[config.mk]
export PLATFORM = sky130hd
export DESIGN_NAME = rx_frame_ctrl
export DESIGN_NICKNAME = d
export VERILOG_FILES = /design/src/rtl/eth_pkg.sv /design/src/rtl/sat_counter.sv /design/src/rtl/rx_frame_ctrl.sv
export SDC_FILE = /design/constraint.sdc
export NUM_CORES = 1
export LEC_CHECK = 0
export ABC_AREA = 1
export BUFFER_PORTS_ARGS = -buffer_cell sky130_fd_sc_hd__buf_2
export CORE_ASPECT_RATIO = 1.25
export CORE_MARGIN = 1.5
export CORE_UTILIZATION = 55
export DETAILED_ROUTE_END_ITERATION = 8
export PLACE_DENSITY = 0.75
export RECOVER_POWER = 25
export REMOVE_ABC_BUFFERS = 1
export SLEW_MARGIN = 20
export SYNTH_ARGS = -nofsm -noshare
export SYNTH_HDL_FRONTEND = slang
export SYNTH_SLANG_ARGS = --single-unit
[constraint.sdc]
create_clock -name clk -period 4.7 [get_ports clk]
set_input_delay 0.235 -clock clk [delete_from_list [all_inputs] [get_ports clk]]
set_output_delay 0.235 -clock clk [all_outputs]
set_load 0.01 [all_outputs]
[src/rtl/eth_pkg.sv]
// Shared types and constants for the RMII receive path.
package eth_pkg;
  typedef enum logic [2:0] {IDLE, RECV, WAIT_CK, REPORT, CLEAR} rx_state_t;

  localparam int ERR_CRC   = 0;
  localparam int ERR_LEN   = 1;
  localparam int ERR_ALIGN = 2;
  localparam int FCS_BYTES = 4;
endpackage

[src/rtl/sat_counter.sv]
// Up-counter that sticks at its all-ones value.
module sat_counter #(
  parameter int W = 16
) (
  input  logic         clk,
  input  logic         rst,
  input  logic         inc,
  output logic [W-1:0] cnt
);
  always_ff @(posedge clk or negedge rst) begin
    if (!rst)                   cnt <= '0;
    else if (inc && cnt != '1)  cnt <= cnt + W'(1);
  end
endmodule

[src/rtl/rx_frame_ctrl.sv]
// Receive frame sequencer: forwards dibits to the CRC checker, collects its
// verdict, validates length/alignment and keeps per-frame statistics.
module rx_frame_ctrl
  import eth_pkg::*;
#(
  parameter int MIN_BYTES    = 64,
  parameter int MAX_BYTES    = 1518,
  parameter int DONE_TIMEOUT = 16,
  parameter int CNT_W        = 16
) (
  input  logic             clk,
  input  logic             rst,
  input  logic [1:0]       axiid,
  input  logic             axiiv,
  output logic [1:0]       ck_axiid,
  output logic             ck_axiiv,
  output logic             ck_rst,
  input  logic             ck_done,
  input  logic             ck_kill,
  output logic             frame_valid,
  output logic             frame_good,
  output logic [2:0]       frame_err,
  output logic [11:0]      frame_len,
  output logic [CNT_W-1:0] good_cnt,
  output logic [CNT_W-1:0] bad_cnt,
  output logic [CNT_W-1:0] drop_cnt
);
  localparam int DCNT_MAX = 4 * MAX_BYTES + 3;
  localparam int DCNT_W   = $clog2(DCNT_MAX + 1);
  localparam int BYTE_W   = DCNT_W - 2;
  localparam int TMR_W    = $clog2(DONE_TIMEOUT + 1);
  localparam int NCNT     = 3;

  rx_state_t                   r_state, w_next;
  logic                        r_axiiv_prev, r_armed;
  logic [DCNT_W-1:0]           r_dcnt;
  logic [TMR_W-1:0]            r_tmr;
  logic                        w_rise, w_start, w_fwd, w_tmo;
  logic [BYTE_W-1:0]           w_bytes;
  logic [2:0]                  w_err;
  logic [11:0]                 w_len;
  logic [NCNT-1:0]             w_inc;
  logic [NCNT-1:0][CNT_W-1:0]  w_cnt;

  // r_armed blocks a frame that was already running when reset released:
  // the reset value of r_axiiv_prev would otherwise fake a rising edge.
  assign w_rise  = axiiv & ~r_axiiv_prev;
  assign w_start = w_rise & r_armed & (r_state == IDLE);
  assign w_fwd   = w_start | ((r_state == RECV) & axiiv);
  assign w_tmo   = (r_tmr == TMR_W'(DONE_TIMEOUT - 1));
  assign w_bytes = r_dcnt[DCNT_W-1:2];
  assign w_len   = (w_bytes >= BYTE_W'(FCS_BYTES)) ? 12'(w_bytes - BYTE_W'(FCS_BYTES)) : '0;

  always_comb begin
    w_err            = '0;
    w_err[ERR_CRC]   = ck_done & ck_kill;
    w_err[ERR_LEN]   = (w_bytes < BYTE_W'(MIN_BYTES)) | (w_bytes > BYTE_W'(MAX_BYTES));
    w_err[ERR_ALIGN] = (|r_dcnt[1:0]) | ~ck_done;
  end

  always_ff @(posedge clk or negedge rst) begin
    if (!rst) r_state <= IDLE;
    else      r_state <= w_next;
  end

  always_comb begin
    w_next      = r_state;
    frame_valid = 1'b0;
    ck_rst      = 1'b0;
    case (r_state)
      IDLE:    if (w_start) w_next = RECV;
      RECV:    if (!axiiv) w_next = WAIT_CK;
      WAIT_CK: if (ck_done || w_tmo) w_next = REPORT;
      REPORT:  begin frame_valid = 1'b1; w_next = CLEAR; end
      CLEAR:   begin ck_rst = 1'b1; w_next = IDLE; end
      default: w_next = IDLE;
    endcase
  end

  always_ff @(posedge clk or negedge rst) begin
    if (!rst) begin
      r_axiiv_prev <= 1'b0;
      r_armed      <= 1'b0;
      r_dcnt       <= '0;
      r_tmr        <= '0;
      ck_axiid     <= '0;
      ck_axiiv     <= 1'b0;
      frame_good   <= 1'b0;
      frame_err    <= '0;
      frame_len    <= '0;
    end else begin
      r_axiiv_prev <= axiiv;
      if (!axiiv) r_armed <= 1'b1;
      ck_axiiv <= w_fwd;
      ck_axiid <= w_fwd ? axiid : 2'b00;
      if (w_start)
        r_dcnt <= DCNT_W'(1);
      else if (r_state == RECV && axiiv && r_dcnt != DCNT_W'(DCNT_MAX))
        r_dcnt <= r_dcnt + DCNT_W'(1);
      r_tmr <= (r_state == WAIT_CK) ? r_tmr + TMR_W'(1) : '0;
      if (r_state == WAIT_CK && w_next == REPORT) begin
        frame_err  <= w_err;
        frame_good <= ~|w_err;
        frame_len  <= w_len;
      end
    end
  end

  assign w_inc[0] = frame_valid & frame_good;
  assign w_inc[1] = frame_valid & ~frame_good;
  assign w_inc[2] = w_rise & (r_state inside {WAIT_CK, REPORT, CLEAR});

  for (genvar gi = 0; gi < NCNT; gi++) begin : g_cnt
    sat_counter #(.W(CNT_W)) u_cnt (
      .clk (clk),
      .rst (rst),
      .inc (w_inc[gi]),
      .cnt (w_cnt[gi])
    );
  end

  assign good_cnt = w_cnt[0];
  assign bad_cnt  = w_cnt[1];
  assign drop_cnt = w_cnt[2];
endmodule

# After elaboration in Yosys (flattened, before gate mapping)
# Cells that the tools add are included.
[classes]
add_sub_neg = 6
multipliers = 0
div = 0
order_cmp = 3
n_eq_ne = 10
shifts = 0
mux = 11
bitwise = 14
n_reduce_logical = 13
[op_table]
columns = ["operator", "n"]
rows = [
  ["16-bit by 1-bit adder with 16-bit output (second input constant)", 3],
  ["16-bit inequality test (second input constant)", 3],
  ["13-bit 2-to-1 mux", 2],
  ["13-bit by 1-bit adder with 13-bit output (second input constant)", 1],
  ["13-bit inequality test (second input constant)", 1],
  ["12-bit 2-to-1 mux", 1],
  ["3-bit one-hot mux with 4 select lines", 1],
  ["11-bit by 3-bit subtractor with 12-bit output (second input constant)", 1],
  ["11-bit by 3-bit greater-or-equal comparator with 1-bit output (second input constant)", 1],
  ["11-bit > comparator (second input constant)", 1],
  ["11-bit by 7-bit less-than comparator with 1-bit output (second input constant)", 1],
  ["3-bit by 2-bit equality test with 1-bit output (second input constant)", 3],
  ["3-bit 2-to-1 mux", 3],
  ["1-bit AND", 8],
  ["1-bit logical AND", 6],
  ["5-bit by 1-bit adder with 5-bit output (second input constant)", 1],
  ["5-bit by 4-bit equality test with 1-bit output (second input constant)", 1],
  ["5-bit 2-to-1 mux", 1],
  ["3-bit by 1-bit equality test with 1-bit output (second input constant)", 1],
  ["3-bit equality test (second input constant)", 1],
  ["3-bit zero test", 1],
  ["1-bit NOT", 3],
  ["1-bit OR", 3],
  ["3-bit nonzero test", 1],
  ["7 further kinds", 8],
]
[word_totals]
regBits = 90
latchBits = 0
ram_bits = 0
mem_bits_ro = 0
input_bits = 7
out_inout_bits = 69
word_cells = 70
mem_count = 0

# Logic depth before layout (Yosys ltp)
[depth]
word_depth = 8
ltp_mapped = 11
ltp_nobuf = 10

# By module
# Synthesis repeated with hierarchy kept, for this count alone.
[unflattened]
hier_cells = 747
area_unflattened_um2 = 5519.0
[by_module_without_submodules]
columns = ["mod", "instances", "cells_each", "area_each_um2", "seq_area_each_um2"]
rows = [
  ["sat_counter", 3, 149, 1058.5, 400.4],
  ["rx_frame_ctrl", 1, 300, 2343.5, 1051.0],
]

# Least setup slack after synthesis
# No wires, ideal clock.
[synth_path]
path_kind = "register to register"
from = "register r_tmr[0]"
to = "register frame_err[0]"
setup_ns = 0.133
arrival_time_ns = 1.509
required_time_ns = 4.567
slack_ns = 3.058
stages_incl_launch_ff = 8
n_path_buf = 1
period_less_slack_ns = 1.642
cell_sequence = "dfrtp_1 -> ha_1 -> nand2_1 -> nor2_1 -> ha_1 -> o21ai_2 -> clkbuf_1 -> o21ai_0"
[synth_via]
elab_chain_cells = 6
[synth_lines]
columns = ["element", "line", "rtl"]
rows = [
  ["start, declared", "rx_frame_ctrl.sv:37", "logic [TMR_W-1:0] r_tmr;"],
  ["start signal, assigned", "rx_frame_ctrl.sv:100", "r_tmr <= (r_state == WAIT_CK) ? r_tmr + TMR_W'(1) : '0;"],
  ["5-bit by 4-bit equality test with 1-bit output", "rx_frame_ctrl.sv:50", "assign w_tmo = (r_tmr == TMR_W'(DONE_TIMEOUT - 1));"],
  ["1-bit logical OR", "rx_frame_ctrl.sv:73", "WAIT_CK: if (ck_done || w_tmo) w_next = REPORT;"],
  ["3-bit 2-to-1 mux", "rx_frame_ctrl.sv:73", ""],
  ["3-bit one-hot mux with 4 select lines", "rx_frame_ctrl.sv:70", "case (r_state)"],
  ["3-bit by 2-bit equality test with 1-bit output", "rx_frame_ctrl.sv:101", "if (r_state == WAIT_CK && w_next == REPORT) begin"],
  ["1-bit logical AND", "rx_frame_ctrl.sv:101", ""],
  ["end signal, assigned", "rx_frame_ctrl.sv:102", "frame_err <= w_err;"],
  ["end, declared", "rx_frame_ctrl.sv:22", "output logic [2:0] frame_err,"],
]
# No other way between the ends.
# A chain may end at the register's enable or synchronous reset.

==> impl_metrics.tcl <==
set metrics [dict create \
    grt_pass1_vias 4424 \
    setup_viol 0 \
    cts.htree.levels 3 \
    wl_per_cell_um 12.65 \
    p_switching_w 0.0007400 \
    dieHeight_um 112.1 \
    core_um2 9223 \
    initial_core_util_pct 56.79 \
    yosys_register_bits 90 \
    nets 796 \
    worst_setup_path_start_kind "input pin" \
    cts_tree "done" \
    io_pins 76 \
    die_area_um2 10120 \
    cp.arrival_ns 2.96 \
    cpPeakStageDelay_ns 1.40 \
    ir_worst_vdd_v 0.0002983 \
    syn_to_final_growth_pct 13.59 \
    dr.pass1.iters 4 \
    grt_max_degree 56 \
    cap_violations 1 \
    min_path_cells 1 \
    antenna_found_initial 0 \
    clock_path_buffers 2 \
    placedInstanceArea_um2 5633 \
    finalPower_w 0.002300 \
    fmax_mhz 392.6 \
    cp_slowest_cell "clkbuf_1" \
    ys_seq_area_share_pct 43.00 \
    track_usage_pct 23.99 \
    rrSetupSlack_ns 2.51 \
    cts.clk_slew.worst_paths_ns 0.06 \
    final_hold_viol_count 0 \
    rsz0062_at_grt "no" \
    drc_errors 0 \
    synth_cells 709 \
    cp_max_fo 55 \
    n_fill_cell 861 \
    path_class "input pin to async pin" \
    crit_chain "dlygate4sd3_1 -> clkbuf_1 -> buf_4" \
    hpwlAfterDp_um 8253 \
    drive_gt1_share_pct 13.27 \
    syn_avg_cell_area_um2 7.387 \
    yosys_warnings 0 \
    routabilityCongestion 0.9237 \
    synth_area_um2 5238 \
    combPwrFrac_pct 20.8 \
    critPathRequiredTime_ns 5.11 \
    vias 4659 \
    clock_latency_ns 0.35 \
    vias_per_cell 5.137 \
    skew_ns 0.009129 \
    worst_pin_slew_ns 1.950 \
    p_per_area_nw_per_um2 386.5 \
    utilization_pct 64.51 \
    synth_cell_type_count 30 \
    status "complete, but fails checks" \
    hp-class "input pin to flop" \
    swShare_pct 32.18 \
    ant_nets 0 \
    drtIter0Drc 238 \
    postCtsSetupBuffers 0 \
    wl_um 11470 \
    period_minus_slack_ns 2.547 \
    grt-ovfl-total 0 \
    cts-root-buf "clkbuf_16" \
    num_rows 39 \
    clkPwrFrac_pct 35.4 \
    cts.sinks 90 \
    crit_path_start "rst" \
    numCtsBuffers 9 \
    setup-tns-final_ns 0 \
    slew_headroom_pct -29.99 \
    rr_startpoint "r_tmr[0]" \
    final_area_um2 5949 \
    min_from "axiiv" \
    numPortBuffers 75 \
    p_int_w 0.001560 \
    period_share_pct 54.20 \
    violations "max-capacitance violations, max-slew violations" \
    grt_pass1_wl_um 19730 \
    rr_worst_depth 8 \
    drv_slew 37 \
    power.leakage_nw 3.041 \
    cp-end-kind "async pin" \
    die_x_um 90.28 \
    diodes 0 \
    pwr-share-seq_pct 43.8 \
]
[routing by layer]
metal / GRT usage [%] / share of wire (%)
met4: 11.85 / 2.6
met2: 40.71 / 50
met1: 30.48 / 44
met5: 0 / 0
met3: 2.710 / 3.2
[area by class of cell]
type / count / area [um^2] / share of cell area (%)
Timing Repair Buffer: 77 / 365.4 / 6.141
Inverter: 57 / 219.0 / 3.680
Clock buffer: 13 / 270.3 / 4.543
Tap cell: 123 / 153.9 / 2.587
Multi-Input combinational cell: 544 / 2620 / 44.04
Clock inverter: 3 / 68.82 / 1.157
Sequential cell: 90 / 2252 / 37.85
[layout by cell type, fill, tap and decap left out]
master           n
nand2_2         10
o21ai_2          1
clkbuf_1        23
nand3_2          2
nor3_1           3
inv_4            2
nor2_1          79
xor2_1          12
clkbuf_8         3
xnor2_1         26
inv_1           49
inv_2            5
nand4_1         16
nand3b_1         5
ha_1            10
bufinv_16        2
clkbuf_16        9
o21ai_4          1
nand2_4          2
dfrtp_1         90
nand3_1         35
clkinv_1         1
nor2_4           8
nor2_2           3
dlygate4sd3_1    1
o21ai_0         32
nand2_1        290
or2_2            1
inv_6            1
buf_2           53
and2_1           2
buf_4            1
a31oi_1          1
a21oi_1          5
[cell usage after synthesis (all sizes together)]
library cell | count | area [um^2]
o21ai | 34 | 185.2
buf | 16 | 136.4
ha | 10 | 125.1
or2 | 1 | 6.260
nand4 | 16 | 100.1
xor2 | 12 | 105.1
nand3 | 37 | 195.2
clkinv | 1 | 3.750
nand3b | 5 | 37.54
xnor2 | 26 | 227.7
and2 | 2 | 12.51
nor3 | 3 | 15.01
a21oi | 5 | 25.02
nand2 | 302 | 1174
a31oi | 1 | 6.260
dfrtp | 90 | 2252
nor2 | 90 | 407.9
inv | 56 | 215.2
clkbuf | 2 | 7.510
[stage by stage]
stage,hold slack [ns],setup slack (ns),instances
2_1_floorplan,-0.06059,2.866,691
3_3_place_gp,0.2139,2.614,890
3_5_place_dp,0.2227,2.512,890
4_1_cts,0.01832,2.488,907
5_1_grt,0.03275,1.610,907
6_report,0.03496,2.153,907
[path summary, 6_finish.rpt]
check / to
min: r_axiiv_prev
max reg2reg: frame_len[4]
min in group asynchronous: g_cnt[1].u_cnt.cnt[2]
max: g_cnt[0].u_cnt.cnt[9]
max in group clk: frame_len[4]
min reg2reg: r_tmr[0]
[critical path, delay by kind of cell]
kind	cells	cell delay (ns)
buffers and inverters	3	2.68
[flip-flops by register name (all words and copies together), names as in the netlist]
| signal | count |
|---|---|
| ck_axiid | 2 |
| ck_axiiv | 1 |
| frame_err | 3 |
| frame_good | 1 |
| frame_len | 12 |
| g_cnt.u_cnt.cnt | 48 |
| r_armed | 1 |
| r_axiiv_prev | 1 |
| r_dcnt | 13 |
| r_state | 3 |
| r_tmr | 5 |
[what timing repair did]
item,4_1_cts,5_1_grt
endpoints found under the hold margin,35,0
resized for setup,0,0
hold buffers,1,0
[power groups by stage]
stage               Sequential (W)  Clock [W]  Combinational, W
global placement           0.00101          0          0.000483
detailed placement         0.00102          0          0.000499
CTS                        0.00101   0.000827          0.000503
floorplan                  0.00104          0          0.000264
finish                     0.00101   0.000814          0.000479
global route               0.00102   0.000856          0.000543
[logic make-up after synthesis]
| family | share of synthesized area [%] |
|---|---|
| xor+xnor | 6.355 |
| flops | 43.00 |
| simple gates | 37.20 |
| fa+ha+maj | 2.389 |
| compound gates | 4.133 |
| buf+inv | 6.928 |
Note: power is estimated with default switching activity, not from simulation.
